$ cat config.mk
export PLATFORM = sky130hd
export DESIGN_NAME = alu_serial_responder_flat
export DESIGN_NICKNAME = d
export VERILOG_FILES = /design/src/rtl/alu_serial_responder_if.sv /design/src/rtl/alu_serial_responder.sv /design/src/flat_wrapper.sv
export SDC_FILE = /design/constraint.sdc
export NUM_CORES = 1
export LEC_CHECK = 0
export BUFFER_PORTS_ARGS = -buffer_cell sky130_fd_sc_hd__buf_2
export CORE_MARGIN = 2
export CORE_UTILIZATION = 45
export CTS_BUF_LIST = sky130_fd_sc_hd__clkbuf_4
export CTS_CLUSTER_SIZE = 24
export DETAILED_ROUTE_END_ITERATION = 10
export GPL_TIMING_DRIVEN = 0
export PLACE_DENSITY = 0.67
export SLEW_MARGIN = 20
export SYNTH_ARGS = -nofsm -noshare
export SYNTH_HDL_FRONTEND = slang
export SYNTH_SLANG_ARGS = --single-unit
$ cat constraint.sdc
create_clock -name clk -period 4.7 [get_ports clk]
set_clock_uncertainty 0.15 [all_clocks]
set_input_delay 0.235 -clock clk [delete_from_list [all_inputs] [get_ports clk]]
set_output_delay 0.235 -clock clk [all_outputs]
set_load 0.01 [all_outputs]
$ cat src/rtl/alu_serial_responder_if.sv
// Request/response bus for the slice-serial ALU responder.
interface alu_serial_responder_if #(
  parameter int unsigned WIDTH = 32
) ();
  logic             req_valid;
  logic             req_ready;
  logic [WIDTH-1:0] req_a;
  logic [WIDTH-1:0] req_b;
  logic [2:0]       req_cmd;
  logic             rsp_valid;
  logic             rsp_ready;
  logic [WIDTH-1:0] rsp_result;
  logic             rsp_carryout;
  logic             rsp_overflow;
  logic             rsp_zero;

  // Requester side
  modport master (
    output req_valid, req_a, req_b, req_cmd, rsp_ready,
    input  req_ready, rsp_valid, rsp_result, rsp_carryout, rsp_overflow, rsp_zero
  );

  // Responder side
  modport slave (
    input  req_valid, req_a, req_b, req_cmd, rsp_ready,
    output req_ready, rsp_valid, rsp_result, rsp_carryout, rsp_overflow, rsp_zero
  );
endinterface

$ cat src/rtl/alu_serial_responder.sv
// Slice-serial ALU responder: accepts one request, computes SLICE bits per
// clock LSB first, then holds the result and flags until the consumer takes it.
module alu_serial_responder #(
  parameter int unsigned WIDTH = 32,
  parameter int unsigned SLICE = 4
) (
  input  logic                   clk,
  input  logic                   rst_n,
  alu_serial_responder_if.slave  bus
);
  localparam int unsigned N  = WIDTH / SLICE;
  localparam int unsigned CW = (N > 1) ? $clog2(N) : 1;
  localparam int unsigned IW = (WIDTH > 1) ? $clog2(WIDTH) : 1;

  localparam logic [2:0] CMD_ADD  = 3'd0;
  localparam logic [2:0] CMD_SUB  = 3'd1;
  localparam logic [2:0] CMD_XOR  = 3'd2;
  localparam logic [2:0] CMD_SLT  = 3'd3;
  localparam logic [2:0] CMD_AND  = 3'd4;
  localparam logic [2:0] CMD_NAND = 3'd5;
  localparam logic [2:0] CMD_NOR  = 3'd6;
  localparam logic [2:0] CMD_OR   = 3'd7;

  typedef enum logic [1:0] {IDLE, BUSY, DONE} state_e;

  state_e           state_q, state_d;
  logic [WIDTH-1:0] a_q, b_q, res_q;
  logic [2:0]       cmd_q;
  logic             carry_q;
  logic [CW-1:0]    cnt_q;
  logic             co_q, ov_q, zero_q;

  logic [IW-1:0]    base;
  logic [SLICE-1:0] a_s, b_s, b_eff, slice_res;
  logic [SLICE:0]   sum;
  logic             is_sub, is_arith, last;
  logic             c_msb, c_in_msb, ov_arith, slt_bit;
  logic [WIDTH-1:0] res_full;

  // Slice datapath and the full result as it would look after this edge
  always_comb begin
    base      = IW'(32'(cnt_q) * SLICE);
    a_s       = a_q[base +: SLICE];
    b_s       = b_q[base +: SLICE];
    is_sub    = (cmd_q == CMD_SUB) || (cmd_q == CMD_SLT);
    is_arith  = is_sub || (cmd_q == CMD_ADD);
    b_eff     = is_sub ? ~b_s : b_s;
    sum       = {1'b0, a_s} + {1'b0, b_eff} + (SLICE+1)'(carry_q);
    slice_res = '0;
    case (cmd_q)
      CMD_ADD, CMD_SUB, CMD_SLT: slice_res = sum[SLICE-1:0];
      CMD_XOR:                   slice_res = a_s ^ b_s;
      CMD_AND:                   slice_res = a_s & b_s;
      CMD_NAND:                  slice_res = ~(a_s & b_s);
      CMD_NOR:                   slice_res = ~(a_s | b_s);
      CMD_OR:                    slice_res = a_s | b_s;
      default:                   slice_res = '0;
    endcase
    // Carry into the top bit recovered from the top bit's sum equation
    c_msb    = sum[SLICE];
    c_in_msb = a_s[SLICE-1] ^ b_eff[SLICE-1] ^ sum[SLICE-1];
    ov_arith = c_msb ^ c_in_msb;
    slt_bit  = sum[SLICE-1] ^ ov_arith;
    last     = (cnt_q == CW'(N - 1));
    res_full = res_q;
    if (cmd_q == CMD_SLT) res_full = WIDTH'(slt_bit);
    else                  res_full[base +: SLICE] = slice_res;
  end

  // State register
  always_ff @(posedge clk or negedge rst_n) begin
    if (!rst_n) state_q <= IDLE;
    else        state_q <= state_d;
  end

  // Next-state logic
  always_comb begin
    state_d = state_q;
    case (state_q)
      IDLE:    if (bus.req_valid) state_d = BUSY;
      BUSY:    if (last)          state_d = DONE;
      DONE:    if (bus.rsp_ready) state_d = IDLE;
      default: state_d = IDLE;
    endcase
  end

  // Operand latch, slice accumulation and flag resolution
  always_ff @(posedge clk or negedge rst_n) begin
    if (!rst_n) begin
      a_q     <= '0;
      b_q     <= '0;
      cmd_q   <= CMD_ADD;
      res_q   <= '0;
      carry_q <= 1'b0;
      cnt_q   <= '0;
      co_q    <= 1'b0;
      ov_q    <= 1'b0;
      zero_q  <= 1'b0;
    end else begin
      case (state_q)
        IDLE: begin
          if (bus.req_valid) begin
            a_q     <= bus.req_a;
            b_q     <= bus.req_b;
            cmd_q   <= bus.req_cmd;
            res_q   <= '0;
            cnt_q   <= '0;
            carry_q <= (bus.req_cmd == CMD_SUB) || (bus.req_cmd == CMD_SLT);
            co_q    <= 1'b0;
            ov_q    <= 1'b0;
            zero_q  <= 1'b0;
          end
        end
        BUSY: begin
          if (is_arith) carry_q <= c_msb;
          if (last) begin
            cnt_q  <= '0;
            res_q  <= res_full;
            co_q   <= is_arith && (cmd_q != CMD_SLT) && c_msb;
            ov_q   <= is_arith && (cmd_q != CMD_SLT) && ov_arith;
            zero_q <= (res_full == '0);
          end else begin
            cnt_q <= cnt_q + CW'(1);
            res_q[base +: SLICE] <= slice_res;
          end
        end
        default: ;
      endcase
    end
  end

  // Handshake outputs decoded from the state register
  assign bus.req_ready    = (state_q == IDLE);
  assign bus.rsp_valid    = (state_q == DONE);
  assign bus.rsp_result   = res_q;
  assign bus.rsp_carryout = co_q;
  assign bus.rsp_overflow = ov_q;
  assign bus.rsp_zero     = zero_q;
endmodule

$ cat src/flat_wrapper.sv
// flat-port wrapper written by rule: the top's interface ports become plain ports
module alu_serial_responder_flat 
#(
  parameter int unsigned WIDTH = 32,
  parameter int unsigned SLICE = 4
)
  (clk, rst_n, bus_req_valid, bus_req_a, bus_req_b, bus_req_cmd, bus_rsp_ready, bus_req_ready, bus_rsp_valid, bus_rsp_result, bus_rsp_carryout, bus_rsp_overflow, bus_rsp_zero);
  alu_serial_responder_if #(.WIDTH(WIDTH)) bus_i ();
  input  logic clk;
  input  logic rst_n;
  input wire logic [$bits(bus_i.req_valid)-1:0] bus_req_valid;
  input wire logic [$bits(bus_i.req_a)-1:0] bus_req_a;
  input wire logic [$bits(bus_i.req_b)-1:0] bus_req_b;
  input wire logic [$bits(bus_i.req_cmd)-1:0] bus_req_cmd;
  input wire logic [$bits(bus_i.rsp_ready)-1:0] bus_rsp_ready;
  output wire logic [$bits(bus_i.req_ready)-1:0] bus_req_ready;
  output wire logic [$bits(bus_i.rsp_valid)-1:0] bus_rsp_valid;
  output wire logic [$bits(bus_i.rsp_result)-1:0] bus_rsp_result;
  output wire logic [$bits(bus_i.rsp_carryout)-1:0] bus_rsp_carryout;
  output wire logic [$bits(bus_i.rsp_overflow)-1:0] bus_rsp_overflow;
  output wire logic [$bits(bus_i.rsp_zero)-1:0] bus_rsp_zero;
  assign bus_i.req_valid = bus_req_valid;
  assign bus_i.req_a = bus_req_a;
  assign bus_i.req_b = bus_req_b;
  assign bus_i.req_cmd = bus_req_cmd;
  assign bus_i.rsp_ready = bus_rsp_ready;
  assign bus_req_ready = bus_i.req_ready;
  assign bus_rsp_valid = bus_i.rsp_valid;
  assign bus_rsp_result = bus_i.rsp_result;
  assign bus_rsp_carryout = bus_i.rsp_carryout;
  assign bus_rsp_overflow = bus_i.rsp_overflow;
  assign bus_rsp_zero = bus_i.rsp_zero;
  alu_serial_responder #(.WIDTH(WIDTH), .SLICE(SLICE)) u_core (.clk(clk), .rst_n(rst_n), .bus(bus_i));
endmodule
* Word-level counts from Yosys, hierarchy flattened *
Index checks and enable logic that the tools add are counted.

word-level totals
  register bits after elaboration = 108
  word-level logic and storage cells = 85
  output and inout port bits = 37

operators by class
  equality and inequality tests = 17
  add/sub/neg operators = 4
  bitwise logic cells = 10
  shift operators = 4
  reductions and logical operators = 16
  muxes and demuxes = 24

operators with widths
  operator                                                                 number
  32-bit two-way mux                                                       3
  32-bit case mux with 2 select lines                                      1
  32-bit by 6-bit variable part select with 4-bit output                   2
  32-bit bitwise mux                                                       1
  32-bit zero test                                                         1
  4-bit by 7-bit variable shift with 32-bit output (first input constant)  1
  4-bit by 7-bit variable part select with 32-bit output                   1
  4-bit case mux with 6 select lines                                       1
  3-bit == test (second input constant)                                    5
  4-bit inverter                                                           3
  3-bit by 2-bit == test with 1-bit output (second input constant)         3
  3-bit AND reduction                                                      3
  1-bit case mux with 2 select lines                                       4
  5-bit negation with 7-bit output                                         1
  3-bit by 1-bit == test with 1-bit output (second input constant)         2
  1-bit two-way mux                                                        6
  2-bit two-way mux                                                        3
  3-bit two-way mux                                                        2
  2-bit case mux with 3 select lines                                       1
  3-bit case mux with 2 select lines                                       1
  4-bit by 4-bit adder with 5-bit output                                   1
  5-bit by 1-bit adder with 5-bit output                                   1
  4-bit bitwise AND                                                        1
  4-bit two-way mux                                                        1
  16 further kinds                                                         26

* Longest topological paths before layout *
  depth in word-level cells = 12
  mapped depth = 15

* Worst setup path before layout *
Ideal clock, no wire load.

  path kind = flip-flop to flip-flop
  start = register u_core.cnt_q[0]
  end = register u_core.res_q[9] (netlist: u_core.bus.rsp_result[9])
  stages on the path, launching flop included = 15
  period minus slack after synthesis = 3.619 ns
  data required time = 4.467 ns
  slack = 1.081 ns
  library setup time = 0.083 ns
  data arrival time = 3.387 ns
  buffers on the path = 3
  path through = dfrtp_1 > buf_2 > buf_4 > mux4_2 > nand2_1 > and2_1 > inv_1 > fa_1 > inv_1 > fa_1 > mux2i_1 > mux2i_1 > or2_2 > clkbuf_1 > o21ai_0

on the way
  cells in the longest elaborated chain, start to end = 11

RTL lines
  what                                                    RTL line                                                 text
  start: declaration                                      alu_serial_responder.sv:30                               logic [CW-1:0] cnt_q;
  start signal: assignment                                alu_serial_responder.sv:123                              cnt_q <= cnt_q + CW'(1);
  32-bit by 6-bit variable part select with 4-bit output  alu_serial_responder.sv:44                               b_s = b_q[base +: SLICE];
  4-bit inverter                                          alu_serial_responder.sv:47                               b_eff = is_sub ? ~b_s : b_s;
  4-bit two-way mux                                       alu_serial_responder.sv:47
  4-bit by 4-bit adder with 5-bit output                  alu_serial_responder.sv:48                               sum = {1'b0, a_s} + {1'b0, b_eff} + (SLICE+1)'(carry_q);
  5-bit by 1-bit adder with 5-bit output                  alu_serial_responder.sv:48
  4-bit case mux with 6 select lines                      alu_serial_responder.sv:50                               case (cmd_q)
  4-bit by 7-bit variable part select with 32-bit output  alu_serial_responder.sv:67, alu_serial_responder.sv:124
  32-bit bitwise mux                                      alu_serial_responder.sv:67, alu_serial_responder.sv:124
  32-bit two-way mux                                      alu_serial_responder.sv:66                               if (cmd_q == CMD_SLT) res_full = WIDTH'(slt_bit);
  32-bit two-way mux (*)                                  alu_serial_responder.sv:116                              if (last) begin
  32-bit case mux with 2 select lines (*)                 alu_serial_responder.sv:100                              case (state_q)
  end signal: assignment                                  alu_serial_responder.sv:118                              res_q <= res_full;
  end signal: indexed assignment                          alu_serial_responder.sv:124                              res_q[base +: SLICE] <= slice_res;
  end: declaration                                        alu_serial_responder.sv:27                               logic [WIDTH-1:0] a_q, b_q, res_q;

Every way passes the cells marked *; elsewhere a longest branch is shown, timed or not.
A chain may end at the register's enable or synchronous reset.

* Worst setup path after layout *
Same ends and word-level chain as after synthesis.

==> summary.md <==
| Metric | Value |
|---|---|
| Run status | `finished clean` |
| Cell family with most CP delay | `buffers and inverters` |
| Power spent charging and discharging nets | `2.39 mW` |
| Part of the power in combinational logic | `62.2%` |
| Highest-utilization routing layer at the global route stage | `met2` |
| Gate Count Post-Synth | `448` |
| Max clock buf depth | `2` |
| WL final | `13500 um` |
| Number of port buffers | `roughly 110` |
| Mapped Area | `0.00545 mm2` |
| Seq/Total Area, Yosys | `49.6%` |
| Post-synthesis async set-or-reset flop share | `100%` |
| Syn Area/Cell | `12.2 um2` |
| List of most frequent post-synthesis cells | `sky130_fd_sc_hd__dfrtp_1 (108), sky130_fd_sc_hd__mux2_2 (68), sky130_fd_sc_hd__nand2_1 (42)` |
| Max-cap viol count | `0` |
| Chain of cells forming the critical path | `buf_2 -> buf_4 -> mux4_2 -> nand2_1 -> and2_1 -> inv_1 -> fa_1 -> inv_1 -> fa_1 -> mux2i_1 -> mux2i_1 -> or2_2 -> clkbuf_1 -> o21ai_0` |
| Power per standard cell area | `780 mW/mm2` |
| Final total negative setup slack | `0 ns` |
| Predominant post-synthesis flop cell | `sky130_fd_sc_hd__dfrtp_1` |
| Total of cells resized after clock tree synthesis | `0` |
| Leakage power summed over all cells | `3.30 nW` |
| Count leader, synth | `sky130_fd_sc_hd__dfrtp_1` |
| Length in cells of the worst reg-to-reg path | `14` |
| Part of the total power dissipated in the clock network | `under 10%` |
| Clock H-tree levels | `3` |
| Syn nets | `roughly 540` |
| I/O pin cnt | `108` |
| Post-route ant nets | `0` |
| Max Fclk | `230 MHz` |
| Peak supply drop | `approximately 0.49 mV` |
| Pwr Total | `5.50 mW` |
| Global Route Usage Sum | `a little over a fifth` |
| GRT met1 Usage | `~28%` |
| Number of global-route vias before repair | `around 4400` |
| Largest net degree at the start of global routing | `59` |
| Share of the synthesized area in the top cell type | `49.6%` |
| Number of nets in the layout | `725` |
| Seq. cell area | `between 0.002 and 0.003 mm2` |
| Initial standard-cell utilization of the core | `between 40% and 50%` |
| Die area | `0.0130 mm2` |
| Class of the most critical hold timing path | `input pin to asynchronous set/reset pin` |
| Post-route minimum period | `4.34 ns` |
| Critical path's largest stage delay | `between 0.5 and 0.6 ns` |
| Hold violation total from the final report | `0` |
| Post-synthesis to final-layout area growth | `29.3%` |
| Initial antenna violation count | `1` |
| Number of buffers added by the clock tree synthesis step | `9` |
| Internal reg-to-reg setup slack | `0.36 ns` |
| Reg-to-Reg Start | `u_core.cnt_q[0]` |
| Transition time at the pin with the least slew margin | `~0.64 ns` |
| Standard cell core area | `between 0.01 and 0.015 mm2` |
| Cell Rows | `40` |
| Total vias in the final route | `approximately 4200` |
| Critical path class | `flop to flop` |
| Worst slew margin relative to its limit | `57.4%` |
| Post-route core utilization | `between 50% and 60%` |
| Count of unique library cells instantiated by Yosys | `47` |
| Number of sinks handled by clock tree synthesis | `108` |
| Wire length of the first global-routing pass | `22300 um` |
| Register share of total power | `28.6%` |
| DRC marker count from the first detailed-route iteration | `255` |
| Count of warnings emitted by yosys | `0` |
| Critical path data arrival time | `4.57 ns` |
| Die boundary height | `~110 um` |
| Element type at the critical path start | `flop` |
| Maximum fanout encountered on the critical timing path | `10` |
| Max-slew violation count | `0` |
| Int Power | `3.11 mW` |
| Detailed-router iteration count before antenna repair | `4` |
| Ratio of routed vias to standard cells | `5.34` |
| Clock insertion delay at the later pin of the skew report | `0.45 ns` |
| Remaining global-route overflow | `0` |
| Clock transition at the registers of the reported paths | `0.16 ns` |
| Clock root buffer | `sky130_fd_sc_hd__clkbuf_4` |
| Placed wire-length estimate after detailed placement | `~9500 um` |
| Final weighted congestion in routability-driven placement | `0.841` |
| Leading area contributor after synthesis | `sky130_fd_sc_hd__dfrtp_1` |
| DRC errors left | `0` |
| Met3 global-route usage | `roughly 3.6%` |
| Width of the chip | `between 100 and 150 um` |
| Met2 global-route usage | `38.4%` |
| Fill count | `1011` |
| Worst setup EP type | `flop` |
| Post-synthesis sequential element count | `108` |
| Critical R2R Capture | `u_core.bus.rsp_result[9]` |
| Footprint of the multi-input gates | `between 0.002 and 0.003 mm2` |
| Worst Path Required | `4.93 ns` |
| Clock tree from TritonCTS | `yes` |
| Post-synth EDFFs | `0` |
| Setup repair after global routing missed its margin | `no` |
| Detailed-route wire length per cell | `17.1 um` |
| Buffers and inverters on the worst path | `5` |
| Final count of negative-setup-slack endpoints | `0` |
| Synth area leaders | `sky130_fd_sc_hd__dfrtp_1 (50%), sky130_fd_sc_hd__mux2_2 (14%), sky130_fd_sc_hd__mux4_2 (6.6%)` |
| Crit share post-route | `92.4%` |
| Switching power as a share of total power | `43.5%` |
| Proportion of layout cells with a drive suffix above 1 | `between 30% and 40%` |
| Critical-path top delay cell | `sky130_fd_sc_hd__mux4_2` |
-- cell families after synthesis --
logic type,count (synthesis),synth area share [%]
AOI/OAI and AO/OA,76,8.79
xor gates and xnor gates,11,1.77
adders and majority gates,17,4.18
buffers and inverters,36,2.96
DFF,108,49.6
muxes,97,23.1
and+or+nand+nor,103,9.63
-- worst reg2reg max path, stage by stage, from the launching register on --
cell and delay, ns:
sky130_fd_sc_hd__dfrtp_1 0.44, sky130_fd_sc_hd__buf_2 0.39, sky130_fd_sc_hd__buf_4 0.31, sky130_fd_sc_hd__mux4_2 0.55, sky130_fd_sc_hd__nand2_1 0.08, sky130_fd_sc_hd__and2_1 0.17, sky130_fd_sc_hd__inv_1 0.09, sky130_fd_sc_hd__fa_1 0.43
sky130_fd_sc_hd__inv_1 0.09, sky130_fd_sc_hd__fa_1 0.41, sky130_fd_sc_hd__mux2i_1 0.25, sky130_fd_sc_hd__mux2i_1 0.14, sky130_fd_sc_hd__or2_2 0.29, sky130_fd_sc_hd__clkbuf_1 0.25, sky130_fd_sc_hd__o21ai_0 0.24
-- worst max-delay path by stage --
stage                    start                  endpoint  slack, ns  cells after the start
2_1_floorplan  u_core.cnt_q[0]  u_core.bus.rsp_result[9]       1.08                     14
3_3_place_gp   u_core.cnt_q[0]  u_core.bus.rsp_result[9]       0.40                     14
3_5_place_dp   u_core.cnt_q[0]  u_core.bus.rsp_result[9]       0.34                     14
4_1_cts        u_core.cnt_q[0]  u_core.bus.rsp_result[9]       0.30                     14
5_1_grt        u_core.cnt_q[0]  u_core.bus.rsp_result[9]       0.06                     14
6_report       u_core.cnt_q[0]  u_core.bus.rsp_result[9]       0.36                     14
-- cell type report --
class	count	area share, %
diodes	1	0.0355
clock inverters	5	1.08
inverters	16	0.851
clock buffers	9	0.958
multi-input cells	304	36.7
flip-flops and latches	108	38.3
well taps	147	2.61
repair buffers	178	18.0
plain buffers	20	1.44
-- placed cells by master (no fill, tap or decap), types with 4 or more instances in the layout --
master | Yosys | routed
sky130_fd_sc_hd__a21oi_1 | 9 | 9
sky130_fd_sc_hd__a22o_1 | 10 | 10
sky130_fd_sc_hd__and2_1 | 8 | 8
sky130_fd_sc_hd__buf_2 | 3 | 109
sky130_fd_sc_hd__buf_4 | 4 | 4
sky130_fd_sc_hd__clkbuf_1 | 12 | 12
sky130_fd_sc_hd__clkbuf_4 | 0 | 9
sky130_fd_sc_hd__dfrtp_1 | 108 | 108
sky130_fd_sc_hd__dlygate4sd3_1 | 0 | 70
sky130_fd_sc_hd__ha_1 | 15 | 15
sky130_fd_sc_hd__inv_1 | 15 | 15
sky130_fd_sc_hd__mux2_2 | 68 | 68
sky130_fd_sc_hd__mux2i_1 | 12 | 12
sky130_fd_sc_hd__mux4_2 | 16 | 16
sky130_fd_sc_hd__nand2_1 | 42 | 42
sky130_fd_sc_hd__nand2b_1 | 7 | 7
sky130_fd_sc_hd__nand3_1 | 4 | 4
sky130_fd_sc_hd__nand4_1 | 4 | 4
sky130_fd_sc_hd__nor2_1 | 10 | 10
sky130_fd_sc_hd__nor2b_1 | 4 | 4
sky130_fd_sc_hd__nor3_1 | 6 | 6
sky130_fd_sc_hd__o21ai_0 | 39 | 39
sky130_fd_sc_hd__o41ai_1 | 7 | 7
sky130_fd_sc_hd__or2_2 | 4 | 4
sky130_fd_sc_hd__xnor2_1 | 9 | 9
-- through the flow --
step | hold slack, ns | setup slack [ns] | area [um2] | std cells
finish | 0.157 | 0.359 | 7050 | 788
global route | 0.163 | 0.0650 | 7050 | 788
CTS | 0.167 | 0.303 | 7050 | 787
detailed placement | 0.0995 | 0.335 | 6210 | 703
global placement | 0.298 | 0.398 | 6170 | 702
floorplan | -0.211 | 1.08 | 5450 | 448
-- timing repair --
action / CTS / global route
buffers inserted: 0 / 0
hold buffers: 70 / 0
hold endpoints to repair: 127 / 0
setup endpoints to repair: 0 / 0
-- metal layers --
layer	up-vias	part of all wire (%)	wire length [um]
li1	1986	-	-
met2	99	51	6850
met5	-	0	0
met1	2114	44	5980
met3	9	3.9	521
met4	0	1.0	141
-- power by group through the flow --
stage          combinational [mW]  clock [mW]  sequential [mW]
6_report                     3.42       0.507             1.57
5_1_grt                      3.79       0.560             1.63
4_1_cts                      3.44       0.518             1.57
3_5_place_dp                 3.38           0             1.59
3_3_place_gp                 3.30           0             1.57
2_1_floorplan                2.49           0             1.55
-- flip-flops by register name (all words and copies together), names as in the netlist --
name                     count
u_core.state_q               2
u_core.bus.rsp_result       32
u_core.a_q                  32
u_core.bus.rsp_overflow      1
u_core.bus.rsp_carryout      1
u_core.cnt_q                 3
u_core.carry_q               1
u_core.cmd_q                 3
u_core.b_q                  32
u_core.bus.rsp_zero          1
Power figures use the tool's default switching activity.
